===== config.mk =====
export PLATFORM = sky130hd
export DESIGN_NAME = seg2_scan
export DESIGN_NICKNAME = d
export VERILOG_FILES = /design/src/rtl/seg2_scan_pkg.sv /design/src/rtl/seg7_decode.sv /design/src/rtl/seg2_scan.sv
export SDC_FILE = /design/constraint.sdc
export NUM_CORES = 1
export LEC_CHECK = 0
export CAP_MARGIN = 20
export CORE_MARGIN = 10
export CORE_UTILIZATION = 35
export CTS_BUF_LIST = sky130_fd_sc_hd__clkbuf_8 sky130_fd_sc_hd__clkbuf_16
export CTS_CLUSTER_DIAMETER = 150
export CTS_CLUSTER_SIZE = 28
export DETAILED_ROUTE_END_ITERATION = 10
export PLACE_DENSITY = 0.55
export SETUP_SLACK_MARGIN = 0.4
export SKIP_LAST_GASP = 1
export SLEW_MARGIN = 20
export SYNTH_ARGS = -nofsm -noshare
export SYNTH_HDL_FRONTEND = slang
export SYNTH_SLANG_ARGS = --single-unit

===== constraint.sdc =====
create_clock -name clk -period 2.25 [get_ports clk]
set_input_delay 0.45 -clock clk [delete_from_list [all_inputs] [get_ports clk]]
set_output_delay 0.45 -clock clk [all_outputs]
set_load 0.1 [all_outputs]

===== src/rtl/seg2_scan_pkg.sv =====
// seg2_scan shared definitions: scan states and
// seven-segment patterns, bit order {g,f,e,d,c,b,a}.
package seg2_scan_pkg;

    typedef enum logic [1:0] {
        S_DIG0 = 2'd0,
        S_GAP0 = 2'd1,
        S_DIG1 = 2'd2,
        S_GAP1 = 2'd3
    } scan_state_t;

    localparam logic [6:0] SEG_0    = 7'h3F;
    localparam logic [6:0] SEG_1    = 7'h06;
    localparam logic [6:0] SEG_2    = 7'h5B;
    localparam logic [6:0] SEG_3    = 7'h4F;
    localparam logic [6:0] SEG_4    = 7'h66;
    localparam logic [6:0] SEG_5    = 7'h6D;
    localparam logic [6:0] SEG_6    = 7'h7D;
    localparam logic [6:0] SEG_7    = 7'h07;
    localparam logic [6:0] SEG_8    = 7'h7F;
    localparam logic [6:0] SEG_9    = 7'h6F;
    localparam logic [6:0] SEG_DASH = 7'h40;
    localparam logic [6:0] SEG_OFF  = 7'h00;

    // Map an active-high pin vector onto the board polarity.
    function automatic logic [7:0] pol8(
        input logic [7:0] v,
        input logic       act_low
    );
        return act_low ? ~v : v;
    endfunction

    function automatic logic [1:0] pol2(
        input logic [1:0] v,
        input logic       act_low
    );
        return act_low ? ~v : v;
    endfunction

endpackage


===== src/rtl/seg7_decode.sv =====
// BCD to active-high seven-segment pattern.
// Non-decimal codes show a dash.
module seg7_decode
    import seg2_scan_pkg::*;
(
    input  logic [3:0] bcd,
    output logic [6:0] pat
);

    // Pure lookup, no state.
    always_comb begin
        pat = SEG_DASH;
        unique case (bcd)
            4'd0:    pat = SEG_0;
            4'd1:    pat = SEG_1;
            4'd2:    pat = SEG_2;
            4'd3:    pat = SEG_3;
            4'd4:    pat = SEG_4;
            4'd5:    pat = SEG_5;
            4'd6:    pat = SEG_6;
            4'd7:    pat = SEG_7;
            4'd8:    pat = SEG_8;
            4'd9:    pat = SEG_9;
            default: pat = SEG_DASH;
        endcase
    end

endmodule


===== src/rtl/seg2_scan.sv =====
// Two-digit multiplexed seven-segment driver with
// frame-synchronous buffering and blanking gaps.
module seg2_scan
    import seg2_scan_pkg::*;
#(
    parameter int SCAN_DIV    = 12000,
    parameter int BLANK_GAP   = 120,
    parameter int SEG_ACT_LOW = 1,
    parameter int DIG_ACT_LOW = 1
) (
    input  logic       clk,
    input  logic       rstn,
    input  logic [3:0] digit0,
    input  logic [3:0] digit1,
    input  logic       load,
    input  logic       blank_lz,
    output logic [7:0] seg,
    output logic [1:0] dig
);

    localparam int CW = (SCAN_DIV > 2) ? $clog2(SCAN_DIV) : 1;
    localparam int DIG_LAST = SCAN_DIV - BLANK_GAP - 1;
    localparam int GAP_LAST = (BLANK_GAP > 0) ? BLANK_GAP - 1 : 0;
    localparam bit HAS_GAP = (BLANK_GAP > 0);
    localparam logic SEG_LOW = (SEG_ACT_LOW != 0);
    localparam logic DIG_LOW = (DIG_ACT_LOW != 0);
    localparam logic [7:0] SEG_IDLE = pol8(8'h00, SEG_LOW);
    localparam logic [1:0] DIG_IDLE = pol2(2'b00, DIG_LOW);

    scan_state_t state;
    scan_state_t state_nxt;
    logic [CW-1:0] cnt;
    logic [7:0] shadow;
    logic [7:0] active;
    logic slot_done;
    logic frame_start;

    logic [3:0] cur_digit;
    logic [6:0] cur_pat;
    logic [6:0] seg_pat;
    logic [1:0] dig_on;
    logic [7:0] seg_d;
    logic [1:0] dig_d;

    // Slot end detection and the fixed DIG0..GAP1 rotation.
    always_comb begin
        slot_done = 1'b0;
        state_nxt = state;
        unique case (state)
            S_DIG0: begin
                slot_done = (cnt == CW'(DIG_LAST));
                if (slot_done)
                    state_nxt = HAS_GAP ? S_GAP0 : S_DIG1;
            end
            S_GAP0: begin
                slot_done = !HAS_GAP || (cnt == CW'(GAP_LAST));
                if (slot_done)
                    state_nxt = S_DIG1;
            end
            S_DIG1: begin
                slot_done = (cnt == CW'(DIG_LAST));
                if (slot_done)
                    state_nxt = HAS_GAP ? S_GAP1 : S_DIG0;
            end
            S_GAP1: begin
                slot_done = !HAS_GAP || (cnt == CW'(GAP_LAST));
                if (slot_done)
                    state_nxt = S_DIG0;
            end
            default: begin
                slot_done = 1'b1;
                state_nxt = S_GAP1;
            end
        endcase
    end

    assign frame_start = (state_nxt == S_DIG0) && (state != S_DIG0);

    // State register; the counter restarts on every state change.
    always_ff @(posedge clk or negedge rstn) begin
        if (!rstn) begin
            state <= S_GAP1;
            cnt   <= '0;
        end else begin
            state <= state_nxt;
            if (state_nxt != state)
                cnt <= '0;
            else
                cnt <= cnt + 1'b1;
        end
    end

    // Shadow follows every load; active only moves at a frame start.
    always_ff @(posedge clk or negedge rstn) begin
        if (!rstn) begin
            shadow <= '0;
            active <= '0;
        end else begin
            if (load)
                shadow <= {digit1, digit0};
            if (frame_start)
                active <= load ? {digit1, digit0} : shadow;
        end
    end

    assign cur_digit = (state == S_DIG1) ? active[7:4] : active[3:0];

    seg7_decode u_dec (
        .bcd (cur_digit),
        .pat (cur_pat)
    );

    // Pick the lit digit and its pattern for the current slot.
    always_comb begin
        seg_pat = SEG_OFF;
        dig_on  = 2'b00;
        unique case (state)
            S_DIG0: begin
                seg_pat = cur_pat;
                dig_on  = 2'b01;
            end
            S_DIG1: begin
                if (blank_lz && (active[7:4] == 4'd0))
                    seg_pat = SEG_OFF;
                else
                    seg_pat = cur_pat;
                dig_on = 2'b10;
            end
            default: begin
                seg_pat = SEG_OFF;
                dig_on  = 2'b00;
            end
        endcase
        seg_d = pol8({1'b0, seg_pat}, SEG_LOW);
        dig_d = pol2(dig_on, DIG_LOW);
    end

    // Pins change together on one edge, so no ghost mixes.
    always_ff @(posedge clk or negedge rstn) begin
        if (!rstn) begin
            seg <= SEG_IDLE;
            dig <= DIG_IDLE;
        end else begin
            seg <= seg_d;
            dig <= dig_d;
        end
    end

endmodule

==> Word-level counts from Yosys, hierarchy flattened <==
Memories as Yosys holds them, arrays and structs flattened.
Cells that the tools add are included.
{ "totals": {"regBits": 42, "latch_bits": 0, "ram_bits": 0, "mem_bits_ro": 112, "wordCells": 33, "memories": 1} }
{ "memory_table": {"columns": ["memory", "depth", "width", "read_ports", "rd_ports_with_merged_regs", "write_ports", "line", "rtl"], "rows": [
  ["(name not given)", 16, 7, 1, 0, 0, "seg7_decode.sv:13", "unique case (bcd)"]
]} }
{ "classes": {"addsub": 1, "multipliers": 0, "div_mod_pow": 0, "order_cmp": 0, "n_eq_ne": 6, "n_shift": 0, "muxes": 11, "n_bitwise": 2, "reduce_logical": 6} }
{ "op_table": {"columns": ["operator", "count"], "rows": [
  ["$add 14x1->14 const B", 1],
  ["$eq 14x14->1 const B", 1],
  ["$eq 14x7->1 const B", 1],
  ["$mux 14", 1],
  ["$pmux 7 s2", 1],
  ["$mux 2", 4],
  ["$mux 8", 1],
  ["$not 7->8", 1],
  ["$pmux 2 s4", 1],
  ["$mux 7", 1],
  ["$eq 2x2->1 const B", 2],
  ["$logic_not 2->1", 2],
  ["$logic_not 4->1", 1],
  ["$mux 4", 1],
  ["$pmux 2 s2", 1],
  ["$eq 2x1->1 const B", 1],
  ["$logic_and 1x1->1", 2],
  ["$ne 2x2->1", 1],
  ["$not 2->2", 1],
  ["$reduce_bool 2->1", 1]
]} }

==> Longest topological paths before layout <==
An unclocked memory read counts as a cell.
{ "depth": {"word_depth": 6, "ltp_mapped": 7} }

==> By module <==
A second synthesis with hierarchy kept.
{ "hier_totals": {"hier_cells": 172, "hier_area_um2": 1985.7} }
{ "by_module_without_submodules": {"columns": ["mod", "instances", "cells_per_inst", "area_per_inst_um2", "seq_area_each_um2"], "rows": [
  ["seg2_scan", 1, 143, 1760.4, 1039.7],
  ["seg7_decode", 1, 29, 225.2, 0.0]
]} }

==> Least setup slack after synthesis <==
Ideal clock, no wire load.
{ "synth_timing": {"path_kind": "reg2reg", "start": "register state[1]", "end": "register seg[5]", "setup_ps": 110, "arrival_time_ps": 1702, "path_slack_ps": 438, "stages_incl_launch_ff": 8, "path_cell_list": "dfstp_2 nor2b_4 buf_12 mux2i_1 inv_1 ha_1 nor2_1 o311ai_2"} }
{ "synth_between": {"elab_chain_cells": 6, "elab_cells_between_ends": 7} }
{ "synth_lines": {"columns": ["item", "line", "rtl"], "rows": [
  ["start, declared", "seg2_scan.sv:30", "scan_state_t state;"],
  ["start signal, assigned", "seg2_scan.sv:85", "state <= state_nxt;"],
  ["$eq 2x2->1", "seg2_scan.sv:106, seg2_scan.sv:117", null],
  ["$mux 4", "seg2_scan.sv:106", "assign cur_digit = (state == S_DIG1) ? active[7:4] : active[3:0];"],
  ["$mem_v2 16x7", null, null],
  ["$mux 7", "seg2_scan.sv:123", "if (blank_lz && (active[7:4] == 4'd0))"],
  ["$pmux 7 s2 *", "seg2_scan.sv:117", "unique case (state)"],
  ["$not 7->8 *", "seg2_scan_pkg.sv:30", "return act_low ? ~v : v;"],
  ["via seg_d[5]", "seg2_scan.sv:42", "logic [7:0] seg_d;"],
  ["end signal, assigned", "seg2_scan.sv:144", "seg <= seg_d;"],
  ["end, declared", "seg2_scan.sv:17", "output logic [7:0] seg,"]
]} }
Mark *: on every way through the listed nets, which the timed path passes. The rest lies on a longest branch.
A chain may end at the register's enable or synchronous reset.

==> Worst setup path in the final report <==
{ "layout_timing": {"start": "register state[1]", "end": "register seg[3]"} }
Same word-level chain as after synthesis.

==> run_results.csv <==
group,metric,value,unit
clocking,htreeDepth,2,
floorplanning,die_area,9060,µm²
sta,fmax,544,MHz
setup_path,required,2.46,ns
synth,netlist_top_cells_area,"dfrtp_1, dfstp_2, mux2_2",
finish,nNetsFinal,206,
synth,synth_largest_area_cell,"dfrtp_1",
sta,tightest_slew,0.899,ns
floorplanning,rows,27,
setup_path,critPathMaxFanout,5,
synth,synth_top_area_frac,0.379,
finish,fin_util,0.434,
global_routing,grt_pass1_wl,6.50,mm
global_routing,grt_max_degree,42,
clocking,clk_latency,0.29,ns
synth,synthArstFlopShare,1.00,
global_routing,grt_usage,0.0896,
clocking,ctsHoldBuffers,0,
worst_hold_path,hp-class,"in -> async",
sta,layout_min_cycle_time,1.84,ns
placement,port_buffers,20,
synth,post_synth.cell_area_avg,12.6,µm²
floorplanning,die_h,95.2,µm
clocking,cts-root-buf,"clkbuf_8",
finish,nFillCells,522,
sta,layout_worst_path_cycle_share,0.817,
power_and_ir_drop,power_density,641,nW/µm²
power_and_ir_drop,peakVddDrop,0.291,mV
floorplanning,num_io_pins,22,
synth,syn_area,1980,µm²
outcome,status,"complete, no violations",
route,dr.pass1.iters,4,
setup_path,r2r-end,"seg[3]$_DFF_PN1_",
sta,relSlewSlack,0.401,
finish,area_growth,20.7,%
synth,ys.flop_type,"dfrtp_1",
synth,synthCells,157,
power_and_ir_drop,leakage,1.03,nW
clocking,clk_path_buf_depth,2,
clocking,path_clk_slew,0.08,ns
route,antenna_left,0,
sta,slew_viol_final,0,
route,drtIter0Drc,27,
route,drc_errors,0,
placement,place_congestion,0.835,
synth,synth_seq_cells,41,
setup_path,endpoint_kind,"flop",
flow_run,drv_cap,0,
finish,layout_common_cells,"dfrtp_1, mux2_2, buf_4",
finish,diodes,0,
sta,rsz0062_at_grt,"yes",
synth,synth_edf_count,0,
finish,seq_area,1040,µm²
floorplanning,core,5510,µm²
power_and_ir_drop,p_total,1.53,mW
sta,hold_viol,0,
sta,setup_tns,0,ns
setup_path,path_class,"reg -> reg",
global_routing,grt_overflow,0,
route,routed_wl,3.85,mm
floorplanning,die_width,95.2,µm
finish,drive_gt1_frac,0.376,
route,wl_per_cell,14.8,µm
sta,setup_viol,0,
route,vias_per_cell,4.88,
floorplanning,start_util,0.359,
setup_path,worst_r2r_path_depth,6,
setup_path,rr_startpoint,"state[1]$_DFF_PN1_",
sta,holdWs,0.281,ns
clocking,cts_tree,"built",
finish,final_common_cell,"dfrtp_1",
global_routing,grt_pass1_vias,1344,
synth,ys_types,41,
setup_path,cp-start-kind,"flop",
clocking,cts_buffers,5,
synth,yosysWarnings,0,
synth,syn-num-nets,175,
placement,dpl.hpwl,2.72,mm
finish,multiInputGateArea,900,µm²
synth,ys_seq_area_frac,0.525,
route,dr_total_vias,1273,
setup_path,worstPathArrival,2.05,ns
clocking,cts_sinks,41,
setup_path,r2r_setup_slack,0.41,ns
global_routing,antenna_found_initial,0,
sta,worst_clock_skew,0.0124,ns
==> cell usage after synthesis, types with 2 or more instances <==
library cell	instances
xnor2_1	8
nand3_1	7
nand2_1	6
mux2i_1	5
dfrtp_1	30
mux2_4	2
dfstp_2	11
or2_2	2
nor4_1	4
a21oi_1	2
xor2_1	5
o21ai_1	2
nor3_1	4
ha_1	6
inv_1	6
mux2i_4	2
o211ai_1	3
nand4_1	2
nor2_1	13
mux2_2	16
==> metal layers <==
metal  vias to the layer above  wire length, µm  GRT usage
met5                         -                0          0
met4                         0               43     0.0399
met3                         6              172     0.0267
met2                        25             2030      0.163
met1                       629             1610     0.0932
li1                        613                -          -
==> through the flow <==
| step | cells | cell area [µm²] | worst slack, ns |
|---|---|---|---|
| 2_1_floorplan | 157 | 1980 | 0.438 |
| 3_3_place_gp | 245 | 2210 | 0.268 |
| 3_5_place_dp | 245 | 2210 | 0.156 |
| 4_1_cts | 256 | 2350 | 0.438 |
| 5_1_grt | 261 | 2390 | 0.346 |
| 6_report | 261 | 2390 | 0.411 |
==> area by class of cell <==
| class | instances | share of cell area |
|---|---|---|
| multi-input cells | 105 | 0.377 |
| inverters | 7 | 0.0110 |
| repair buffers | 28 | 0.0990 |
| clock inverters | 2 | 0.00576 |
| clock buffers | 6 | 0.0346 |
| well taps | 72 | 0.0377 |
| flip-flops and latches | 41 | 0.435 |
==> what timing repair did <==
action | 4_1_cts | 5_1_grt
cloned | 0 | 0
setup buffers | 3 | 5
pin swaps | 0 | 3
gates resized for setup | 4 | 3
setup endpoints to repair | 7 | 22
==> sequential cells by signal, summed over array words and instances (netlist names) <==
signal,cells
cnt,14
active,8
shadow,8
seg,7
dig,2
state,2
==> critical path, cell delays in order (launching register included) <==
cell and delay (ns):
dfstp_2 0.53, nor2b_4 0.26, mux2i_4 0.36, ha_1 0.29, inv_2 0.06, mux2i_1 0.06
o211ai_1 0.20
==> power by group <==
group	leakage, nW	switching, mW	total [mW]	internal [mW]
sequential	0.492	0.0162	0.795	0.779
clock	0.0512	0.252	0.501	0.249
combinational	0.491	0.158	0.236	0.0789
total	1.03	0.426	1.53	1.11
==> kinds of logic after synthesis <==
kind of cell | Yosys count | share of synthesized area
XOR/XNOR | 13 | 0.0575
adder cells (fa/ha/maj) | 6 | 0.0379
flip-flops | 41 | 0.525
AO/OA/AOI/OAI | 12 | 0.0468
multiplexers | 25 | 0.154
buffers and inverters | 11 | 0.0316
other | 1 | 0.00189
AND/OR/NAND/NOR | 48 | 0.145
==> worst max path at each step <==
stage,start,to,slack (ns),cells past startpoint
after detailed placement,state[1]$_DFF_PN1_,seg[3]$_DFF_PN1_,0.16,6
after global placement,state[1]$_DFF_PN1_,seg[5]$_DFF_PN1_,0.27,6
after global routing,state[1]$_DFF_PN1_,seg[3]$_DFF_PN1_,0.35,6
final,state[1]$_DFF_PN1_,seg[3]$_DFF_PN1_,0.41,6
after floorplan,state[1]$_DFF_PN1_,seg[5]$_DFF_PN1_,0.44,7
after CTS,cnt[0]$_DFF_PN0_,active[5]$_DFFE_PN0P_,0.44,5
No activity file was read; power rests on OpenSTA's default activity.
